File: src/rtl/bp_io_cmd_splitter_pkg.sv
// Shared types and defaults for the I/O command splitter: message layout,
// aux-device address window and port indices.
package bp_io_cmd_splitter_pkg;

    localparam int PADDR_W = 40;
    localparam int DATA_W  = 64;

    localparam logic [PADDR_W-1:0] IO_DEV1_BASE = PADDR_W'('h0020_0000);
    localparam logic [PADDR_W-1:0] IO_DEV1_MASK = PADDR_W'('hFFF0_0000);

    typedef enum logic [0:0] {
        E_IO_PORT_HOST = 1'b0,
        E_IO_PORT_AUX  = 1'b1
    } io_port_e;

    typedef enum logic [3:0] {
        E_MEM_RD = 4'h0,
        E_MEM_WR = 4'h1
    } mem_msg_type_e;

    typedef struct packed {
        mem_msg_type_e      msg_type;
        logic [2:0]         size;
        logic [PADDR_W-1:0] addr;
    } mem_msg_header_s;

    typedef struct packed {
        mem_msg_header_s   header;
        logic [DATA_W-1:0] data;
    } bp_cce_mem_msg_s;

endpackage

File: src/rtl/bp_io_cmd_splitter_order_fifo.sv
// Small circular FIFO remembering which port owes each outstanding response.
// Any depth >= 2; pointers wrap explicitly so non-power-of-two depths work.
module bp_io_cmd_splitter_order_fifo #(
    parameter int els_p   = 4,
    parameter int width_p = 1
) (
    input  logic               clk_i,
    input  logic               reset_n_i,
    input  logic               v_i,
    input  logic [width_p-1:0] data_i,
    output logic               ready_o,
    output logic               v_o,
    output logic [width_p-1:0] data_o,
    input  logic               yumi_i
);

    localparam int PTR_W = $clog2(els_p);
    localparam int CNT_W = $clog2(els_p + 1);

    logic [els_p-1:0][width_p-1:0] mem_q;
    logic [PTR_W-1:0] rd_ptr_q, rd_ptr_d, wr_ptr_q, wr_ptr_d;
    logic [CNT_W-1:0] cnt_q, cnt_d;
    logic             push, pop;

    function automatic logic [PTR_W-1:0] ptr_inc(input logic [PTR_W-1:0] p);
        return (p == PTR_W'(els_p - 1)) ? '0 : p + 1'b1;
    endfunction

    assign ready_o = (cnt_q != CNT_W'(els_p));
    assign v_o     = (cnt_q != '0);
    assign data_o  = mem_q[rd_ptr_q];
    assign push    = v_i & ready_o;
    assign pop     = yumi_i & v_o;

    always_comb begin
        rd_ptr_d = pop  ? ptr_inc(rd_ptr_q) : rd_ptr_q;
        wr_ptr_d = push ? ptr_inc(wr_ptr_q) : wr_ptr_q;
        cnt_d    = cnt_q;
        case ({push, pop})
            2'b10:   cnt_d = cnt_q + CNT_W'(1);
            2'b01:   cnt_d = cnt_q - CNT_W'(1);
            default: cnt_d = cnt_q;
        endcase
    end

    always_ff @(posedge clk_i or negedge reset_n_i) begin
        if (!reset_n_i) begin
            rd_ptr_q <= '0;
            wr_ptr_q <= '0;
            cnt_q    <= '0;
        end else begin
            rd_ptr_q <= rd_ptr_d;
            wr_ptr_q <= wr_ptr_d;
            cnt_q    <= cnt_d;
        end
    end

    // Storage needs no reset: entries are only read when counted valid.
    always_ff @(posedge clk_i) begin
        if (push) mem_q[wr_ptr_q] <= data_i;
    end

    a_no_push_when_full: assert property (@(posedge clk_i) disable iff (!reset_n_i)
        v_i |-> ready_o);

endmodule

File: src/rtl/bp_io_cmd_splitter.sv
// Routes one I/O command stream to host (port 0) or aux (port 1) by address,
// and returns responses in command order through a single response register.
module bp_io_cmd_splitter
    import bp_io_cmd_splitter_pkg::*;
#(
    parameter logic [PADDR_W-1:0] dev1_base_p   = IO_DEV1_BASE,
    parameter logic [PADDR_W-1:0] dev1_mask_p   = IO_DEV1_MASK,
    parameter int                 outstanding_p = 4
) (
    input  logic                  clk_i,
    input  logic                  reset_n_i,
    input  bp_cce_mem_msg_s       io_cmd_i,
    input  logic                  io_cmd_v_i,
    output logic                  io_cmd_ready_o,
    output bp_cce_mem_msg_s       io_resp_o,
    output logic                  io_resp_v_o,
    input  logic                  io_resp_yumi_i,
    output bp_cce_mem_msg_s [1:0] tgt_cmd_o,
    output logic [1:0]            tgt_cmd_v_o,
    input  logic [1:0]            tgt_cmd_ready_i,
    input  bp_cce_mem_msg_s [1:0] tgt_resp_i,
    input  logic [1:0]            tgt_resp_v_i,
    output logic [1:0]            tgt_resp_yumi_o
);

    logic            sel;
    logic            cmd_open, push;
    logic            fifo_ready, fifo_v, capture;
    logic [0:0]      head;
    bp_cce_mem_msg_s resp_q, resp_d;
    logic            resp_v_q, resp_v_d;

    assign sel          = ((io_cmd_i.header.addr & dev1_mask_p) == dev1_base_p);
    assign tgt_cmd_o[0] = io_cmd_i;
    assign tgt_cmd_o[1] = io_cmd_i;

    // Acceptance looks only at the registered full flag so a same-cycle pop
    // never opens a combinational path from response side to command side.
    assign cmd_open       = reset_n_i & fifo_ready;
    assign io_cmd_ready_o = tgt_cmd_ready_i[sel] & cmd_open;
    assign push           = io_cmd_v_i & io_cmd_ready_o;

    assign capture = fifo_v & tgt_resp_v_i[head] & (~resp_v_q | io_resp_yumi_i);

    always_comb begin
        tgt_cmd_v_o          = '0;
        tgt_cmd_v_o[sel]     = io_cmd_v_i & cmd_open;
        tgt_resp_yumi_o      = '0;
        tgt_resp_yumi_o[head] = capture;
        resp_d               = capture ? tgt_resp_i[head] : resp_q;
        resp_v_d             = capture | (resp_v_q & ~io_resp_yumi_i);
    end

    bp_io_cmd_splitter_order_fifo #(
        .els_p   (outstanding_p),
        .width_p (1)
    ) u_order_fifo (
        .clk_i     (clk_i),
        .reset_n_i (reset_n_i),
        .v_i       (push),
        .data_i    (sel),
        .ready_o   (fifo_ready),
        .v_o       (fifo_v),
        .data_o    (head),
        .yumi_i    (capture)
    );

    always_ff @(posedge clk_i or negedge reset_n_i) begin
        if (!reset_n_i) begin
            resp_q   <= '0;
            resp_v_q <= 1'b0;
        end else begin
            resp_q   <= resp_d;
            resp_v_q <= resp_v_d;
        end
    end

    assign io_resp_o   = resp_q;
    assign io_resp_v_o = resp_v_q;

    a_resp_without_cmd: assert property (@(posedge clk_i) disable iff (!reset_n_i)
        !fifo_v |-> (tgt_resp_v_i == 2'b00));
    a_yumi_without_valid: assert property (@(posedge clk_i) disable iff (!reset_n_i)
        io_resp_yumi_i |-> resp_v_q);

endmodule
File: config.mk
export PLATFORM = sky130hd
export DESIGN_NAME = bp_io_cmd_splitter
export DESIGN_NICKNAME = d
export VERILOG_FILES = /design/src/rtl/bp_io_cmd_splitter_pkg.sv /design/src/rtl/bp_io_cmd_splitter_order_fifo.sv /design/src/rtl/bp_io_cmd_splitter.sv
export SDC_FILE = /design/constraint.sdc
export NUM_CORES = 1
export LEC_CHECK = 0
export BUFFER_PORTS_ARGS = -buffer_cell sky130_fd_sc_hd__buf_2
export CAP_MARGIN = 20
export CORE_AREA = 2 2 266 268
export CTS_CLUSTER_DIAMETER = 30
export DETAILED_ROUTE_END_ITERATION = 10
export DIE_AREA = 0 0 268 270
export SLEW_MARGIN = 10
export SYNTH_ARGS = -nofsm -noshare
export SYNTH_HDL_FRONTEND = slang
export SYNTH_SLANG_ARGS = --single-unit
File: constraint.sdc
create_clock -name clk_i -period 2.7 [get_ports clk_i]
set_input_delay 0.27 -clock clk_i [delete_from_list [all_inputs] [get_ports clk_i]]
set_output_delay 0.27 -clock clk_i [all_outputs]
set_load 0.02 [all_outputs]
# --- After elaboration in Yosys (flattened, before gate mapping) ---
# Index checks and enable logic that the tools add are counted.
word_totals:
  reg_bits: 123
  in_bits: 341
  out_inout_bits: 339
op_classes:
  add_sub_neg: 4
  n_lt_le_gt_ge: 7
  n_eq_ne: 6
  mux: 18
  n_bitwise: 15
  reduce_logical: 5
op_table:
  columns: ["op", "n"]
  rows:
  - ["$mux 111", 2]
  - ["$eq 12x2->1 const B", 1]
  - ["$and 1x1->1", 9]
  - ["$mux 1", 8]
  - ["$eq 2x2->1 const B", 3]
  - ["$lt 2x3->1 const B", 2]
  - ["$pmux 3 s2", 1]
  - ["$add 2x1->2 const B", 2]
  - ["$and 2x2->2", 2]
  - ["$bwmux 4", 1]
  - ["$lt 1x2->1 const B", 2]
  - ["$mux 2", 2]
  - ["$add 3x1->3 const B", 1]
  - ["$logic_and 1x1->1", 3]
  - ["$ne 3x3->1 const B", 1]
  - ["$reduce_bool 3->1", 1]
  - ["$sub 3x1->3 const B", 1]
  - ["$bmux 1 s2", 1]
  - ["$demux 1 s1", 2]
  - ["$demux 1 s2", 1]
  - ["$eq 2x1->1 const B", 1]
  - ["$ge 1x1->1 const B", 2]
  - ["$ge 2x1->1 const B", 1]
  - ["$not 1->1", 2]
  - ["2 further kinds", 3]

# --- Logic depth before layout (Yosys ltp) ---
depth:
  ltp_word: 9
  ltp_mapped: 11

# --- Cells and area by module ---
# Synthesis repeated with hierarchy kept, for this count alone.
hier_totals:
  cells_unflattened: 797
  area_unflattened_um2: 8225.4
by_module_without_submodules:
  columns: ["mod", "instances", "cells_per_inst", "area_each_um2"]
  rows:
  - ["bp_io_cmd_splitter", 1, 752, 7624.8]
  - ["bp_io_cmd_splitter_order_fifo", 1, 45, 600.6]

# --- Worst setup path after synthesis ---
# Ideal clock, no wire load.
synth_path:
  path_kind: "reg2reg"
  start: "reg u_order_fifo.rd_ptr_q[0]"
  end: "reg u_order_fifo.cnt_q[2]"
  setup_time_ps: 79
  arrival_ps: 2699
  required_time_ps: 2621
  slack_ps: -79
  stages_incl_launch_ff: 12
  path_cell_list: "dfrtp_1 mux4_2 buf_2 mux2i_4 nor3_4 buf_2 ha_1 inv_1 fa_1 xor2_1 nor2_1 xor2_1"
synth_via:
  elab_chain_len: 9
  elab_cells_between_ends: 11
  cone_classes: "2 x eq/ne; 5 x mux; 3 x bitwise; 1 x reduce/logical"
synth_rtl:
  columns: ["element", "line_no", "source"]
  rows:
  - ["start, declared", "bp_io_cmd_splitter_order_fifo.sv:21", "logic [PTR_W-1:0] rd_ptr_q, rd_ptr_d, wr_ptr_q, wr_ptr_d;"]
  - ["start signal, assigned", "bp_io_cmd_splitter_order_fifo.sv:52", "rd_ptr_q <= rd_ptr_d;"]
  - ["$bmux 1 s2 *", "bp_io_cmd_splitter_order_fifo.sv:31", "assign data_o = mem_q[rd_ptr_q];"]
  - ["$mux 1 (not written as such) *", "bp_io_cmd_splitter_order_fifo.sv:31", null]
  - ["$mux 1 (not written as such) * (2 in a row)", "bp_io_cmd_splitter.sv:43", "assign capture = fifo_v & tgt_resp_v_i[head] & (~resp_v_q | io_resp_yumi_i);"]
  - ["$and 1x1->1 * (2 in a row)", "bp_io_cmd_splitter.sv:43", null]
  - ["$and 1x1->1 *", "bp_io_cmd_splitter_order_fifo.sv:33", "assign pop = yumi_i & v_o;"]
  - ["net u_order_fifo.pop", "bp_io_cmd_splitter_order_fifo.sv:23", "logic push, pop;"]
  - ["$eq 2x1->1 or $eq 2x2->1 (tied branches)", "bp_io_cmd_splitter_order_fifo.sv:39", "case ({push, pop})"]
  - ["$pmux 3 s2 or $reduce_bool 2->1 (tied branches)", null, null]
  - ["end signal, assigned", "bp_io_cmd_splitter_order_fifo.sv:54", "cnt_q <= cnt_d;"]
  - ["end, declared", "bp_io_cmd_splitter_order_fifo.sv:22", "logic [CNT_W-1:0] cnt_q, cnt_d;"]
# Mark *: on every way through the listed nets, which the timed path passes. The rest lies on a longest branch. The select of a mux whose other input is x is not followed.
# A chain may end at the register's enable or synchronous reset.

# --- Worst setup path after layout ---
layout_path:
  start: "reg u_order_fifo.rd_ptr_q[0]"
  end: "out tgt_resp_yumi_o[1]"
layout_via:
  elab_chain_len: 7
  elab_cells_between_ends: 12
  cone_classes: "2 x order compare; 6 x mux; 3 x bitwise; 1 x reduce/logical"
layout_rtl:
  columns: ["element", "line_no", "source"]
  rows:
  - ["$bmux 1 s2 *", "bp_io_cmd_splitter_order_fifo.sv:31", null]
  - ["$mux 1 (not written as such) *", "bp_io_cmd_splitter_order_fifo.sv:31", null]
  - ["$lt 1x2->1 (not written as such), or another cell as far along", "bp_io_cmd_splitter.sv:49", "tgt_resp_yumi_o[head] = capture;"]
  - ["$logic_and 1x1->1 (not written as such) or $mux 1 (tied branches)", "bp_io_cmd_splitter.sv:49, bp_io_cmd_splitter.sv:43", null]
  - ["$mux 1 (not written as such) or $and 1x1->1 (tied branches)", "bp_io_cmd_splitter.sv:49, bp_io_cmd_splitter.sv:43", null]
  - ["$demux 1 s1 or $and 1x1->1 (tied branches)", "bp_io_cmd_splitter.sv:49, bp_io_cmd_splitter.sv:43", null]
  - ["$and 2x2->2 (no line) *", null, null]
  - ["end, declared", "bp_io_cmd_splitter.sv:23", "output logic [1:0] tgt_resp_yumi_o"]
# Mark *: on every way between the ends. The rest lies on a longest branch, timed or not. The select of a mux whose other input is x is not followed.

==> results.py <==
metrics = {
    "setup_path": {
        "ff2ff_path_depth": 10,
        "arrival_ps": 2410,
        "r2r_slack_ps": 30,
        "worstPathRequired_ps": 2430,
        "crit_path_start_kind": "flip-flop",
        "end_kind": "output pin",
        "crit_type": "flip-flop to output pin",
        "cp_max_fo": 4,
    },
    "logic_synthesis": {
        "synth.cell_area_um2": 7844,
        "synthCells": 646,
        "ys_types": 28,
        "synth_top_area_cell": "dfrtp_1",
        "seq_area_frac_synth": 0.3950,
        "yosysTopAreaCellShare": 0.3796,
        "ys_seq_elements": 123,
        "synthTopCellsByArea": "dfrtp_1, mux2_2, buf_4",
        "syn_area_per_cell_um2": 12.14,
        "synth_fp_nets": 994,
        "ys.warnings.count": 0,
    },
    "placed_design": {
        "gp_congestion": 0.7985,
        "port_buffers": 382,
        "placed_cell_area_um2": 9229,
        "place_inst": 1730,
        "place_hpwl_um": 16780,
    },
    "power_and_ir_drop": {
        "p_per_area_nw_per_um2": 1157,
        "peakVddDrop_v": 0.0004396,
        "p_total_mw": 11.64,
        "p_leak_nw": 4.444,
    },
    "layout": {
        "instances_no_fill": 1778,
        "multi_input_area_um2": 2938,
        "fin_nets": 1172,
        "layout-drive-gt1-share": 0.7646,
        "area_growth_pct": 28.30,
        "ff_latch_area_um2": 3098,
        "fin_area_um2": 10060,
        "nFillCells": 7838,
    },
    "floorplan": {
        "die_area_um2": 72360,
        "rows": 97,
        "die_h_um": 270,
        "die_w_um": 268,
        "core_area_um2": 69540,
        "start_util": 0.1128,
        "io_pins": 680,
    },
    "sta": {
        "slew_headroom": 0.4287,
        "finalSetupViolCount": 0,
        "fmax_mhz": 373.4,
        "whs_ps": 145.7,
        "rsz0062_at_grt": "true",
        "setup_tns_ps": 0,
        "worstMarginPinSlew_ps": 856.9,
        "finalHoldViolCount": 0,
        "fin_crit_sh": 0.9918,
        "fin_worst_skew_ps": 12.62,
        "drv_slew": 0,
        "fin_crit_ps": 2678,
    },
    "route": {
        "wl_per_cell_um": 13.48,
        "dr_total_vias": 5232,
        "route.detailed.drc": 0,
        "finalWirelength_um": 23970,
        "final_antenna_net_count": 0,
        "vias_per_cell": 2.943,
        "dr.pass1.iters": 4,
        "drt_iter0_drc": 83,
    },
    "global_routing": {
        "grt_antenna_before_repair": 2,
        "grt_pass1_wl_um": 32250,
        "grt_pass1_vias": 5704,
        "grt_use_total": 0.06103,
        "grt_max_degree": 114,
        "grt_overflow": 0,
    },
    "worst_hold_path": {
        "holdPathStages": 3,
        "hp-class": "input port to flip-flop",
    },
    "clock_network": {
        "cts_tree": "done",
        "worstSkewPairLatency_ps": 470,
        "cts-root-buf": "clkbuf_16",
        "clock_path_buffers": 2,
        "htree_levels": 4,
        "clk_pin_slew_worst_paths_ps": 70,
        "cts_sinks": 123,
        "cts_buffers": 17,
    },
    "run": {
        "drv_cap": 0,
    },
    "run_status": {
        "status": "finished clean",
    },
}
## synth_stat cells, drive strengths merged
master and number:
buf 240, edfxtp 4, nand3 3, nor4b 1, nand2 3, o21ai 1
ha 6, clkbuf 7, dfrtp 119, nor3b 3, mux2i 2, fa 1
nor2b 1, mux2 227, mux4 1, inv 7, nor3 2, xor2 2
o21bai 1, xnor2 1, nor4 3, and2 5, nor2 6
## placed cells by master (no fill, tap or decap), types with 2 or more instances in the layout
cell type / synthesis / layout
nor3b_1: 3 / 3
and2_1: 5 / 4
xor2_1: 2 / 2
bufinv_16: 0 / 2
buf_4: 223 / 15
dfrtp_1: 119 / 119
nor2_1: 6 / 6
buf_2: 12 / 379
mux2_2: 197 / 197
mux2_1: 30 / 30
inv_1: 7 / 7
nand2_1: 3 / 3
clkinvlp_4: 0 / 3
clkbuf_16: 0 / 21
nor4_1: 3 / 2
nand3_1: 3 / 3
buf_6: 5 / 4
edfxtp_1: 4 / 4
clkinv_2: 0 / 3
clkinv_4: 0 / 4
ha_1: 6 / 5
buf_12: 0 / 3
## stage by stage
stage          setup WS, ps  utilization
4_1_cts              -93.53       0.1423
3_3_place_gp          109.9       0.1327
3_5_place_dp         -8.517       0.1327
5_1_grt              -91.84       0.1447
2_1_floorplan         59.64            -
6_report              22.22       0.1447
## registers in the layout (all words and copies together), names as in the netlist
signal and count:
io_resp_o 111, u_order_fifo.mem_q 4, u_order_fifo.cnt_q 3, u_order_fifo.rd_ptr_q 2, u_order_fifo.wr_ptr_q 2, io_resp_v_o 1
## worst paths after layout
check / start / end
worst max-delay path: u_order_fifo.rd_ptr_q[0]$_DFFE_PN0P_ / tgt_resp_yumi_o[1]
worst min-delay path: tgt_resp_i[115] / io_resp_o[4]$_DFFE_PN0N_
worst max register to register: u_order_fifo.rd_ptr_q[0]$_DFFE_PN0P_ / u_order_fifo.cnt_q[2]$_DFFE_PN0P_
worst min register to register: io_resp_o[20]$_DFFE_PN0N_ / io_resp_o[20]$_DFFE_PN0N_
max in group asynchronous: reset_n_i / io_resp_o[34]$_DFFE_PN0N_
min in group asynchronous: reset_n_i / u_order_fifo.wr_ptr_q[1]$_DFFE_PN0P_
## where the power goes
| group | switching [mW] | internal (mW) | total [mW] |
|---|---|---|---|
| clock network | 0.994 | 1.41 | 2.41 |
| registers | 0.489 | 2.80 | 3.29 |
| logic | 3.10 | 2.84 | 5.95 |
## worst max-delay path, cell delays in order, from the launching register on
cell	delay [ps]
dfrtp_1	390
mux4_4	720
mux2i_4	240
nor3_4	140
buf_6	130
buf_6	100
and2_4	130
buf_6	100
## final cells by class
cell class              instances  area share
diodes                          1   0.0002487
clock buffers                  19     0.04513
clock inverters                13     0.01405
inverters                       7    0.002611
multi-input cells             269      0.2919
flip-flops and latches        123      0.3078
well taps                     940      0.1169
repair buffers                406      0.2213
## what timing repair did
action | 4_1_cts | 5_1_grt
setup endpoints to repair | 2 | 39
endpoints found under the hold margin | 5 | 0
resized for setup | 7 | 5
cloned | 0 | 3
hold buffers | 1 | 0
buffers inserted | 5 | 6
pin swaps | 1 | 4
## metal layers
metal,track usage,wire length [um],vias to the layer above,share of wire
met5,0.004054,33,-,0.0014
met4,0.05057,1265,2,0.053
met3,0.03538,2626,82,0.11
met2,0.1040,11620,374,0.48
met1,0.05025,8425,2437,0.35
li1,-,-,2337,-
## cell families (layout without fill, tap and decap cells)
logic type,after synthesis,after routing,synth area share
muxes,230,230,0.3329
xor gates and xnor gates,3,3,0.003350
other,0,1,0
and+or+nand+nor,27,27,0.02010
AOI/OAI and AO/OA,2,2,0.001595
buffers and inverters,254,445,0.2350
DFF,123,123,0.3950
adders and majority gates,7,7,0.01212
Power figures use the tool's default switching activity.
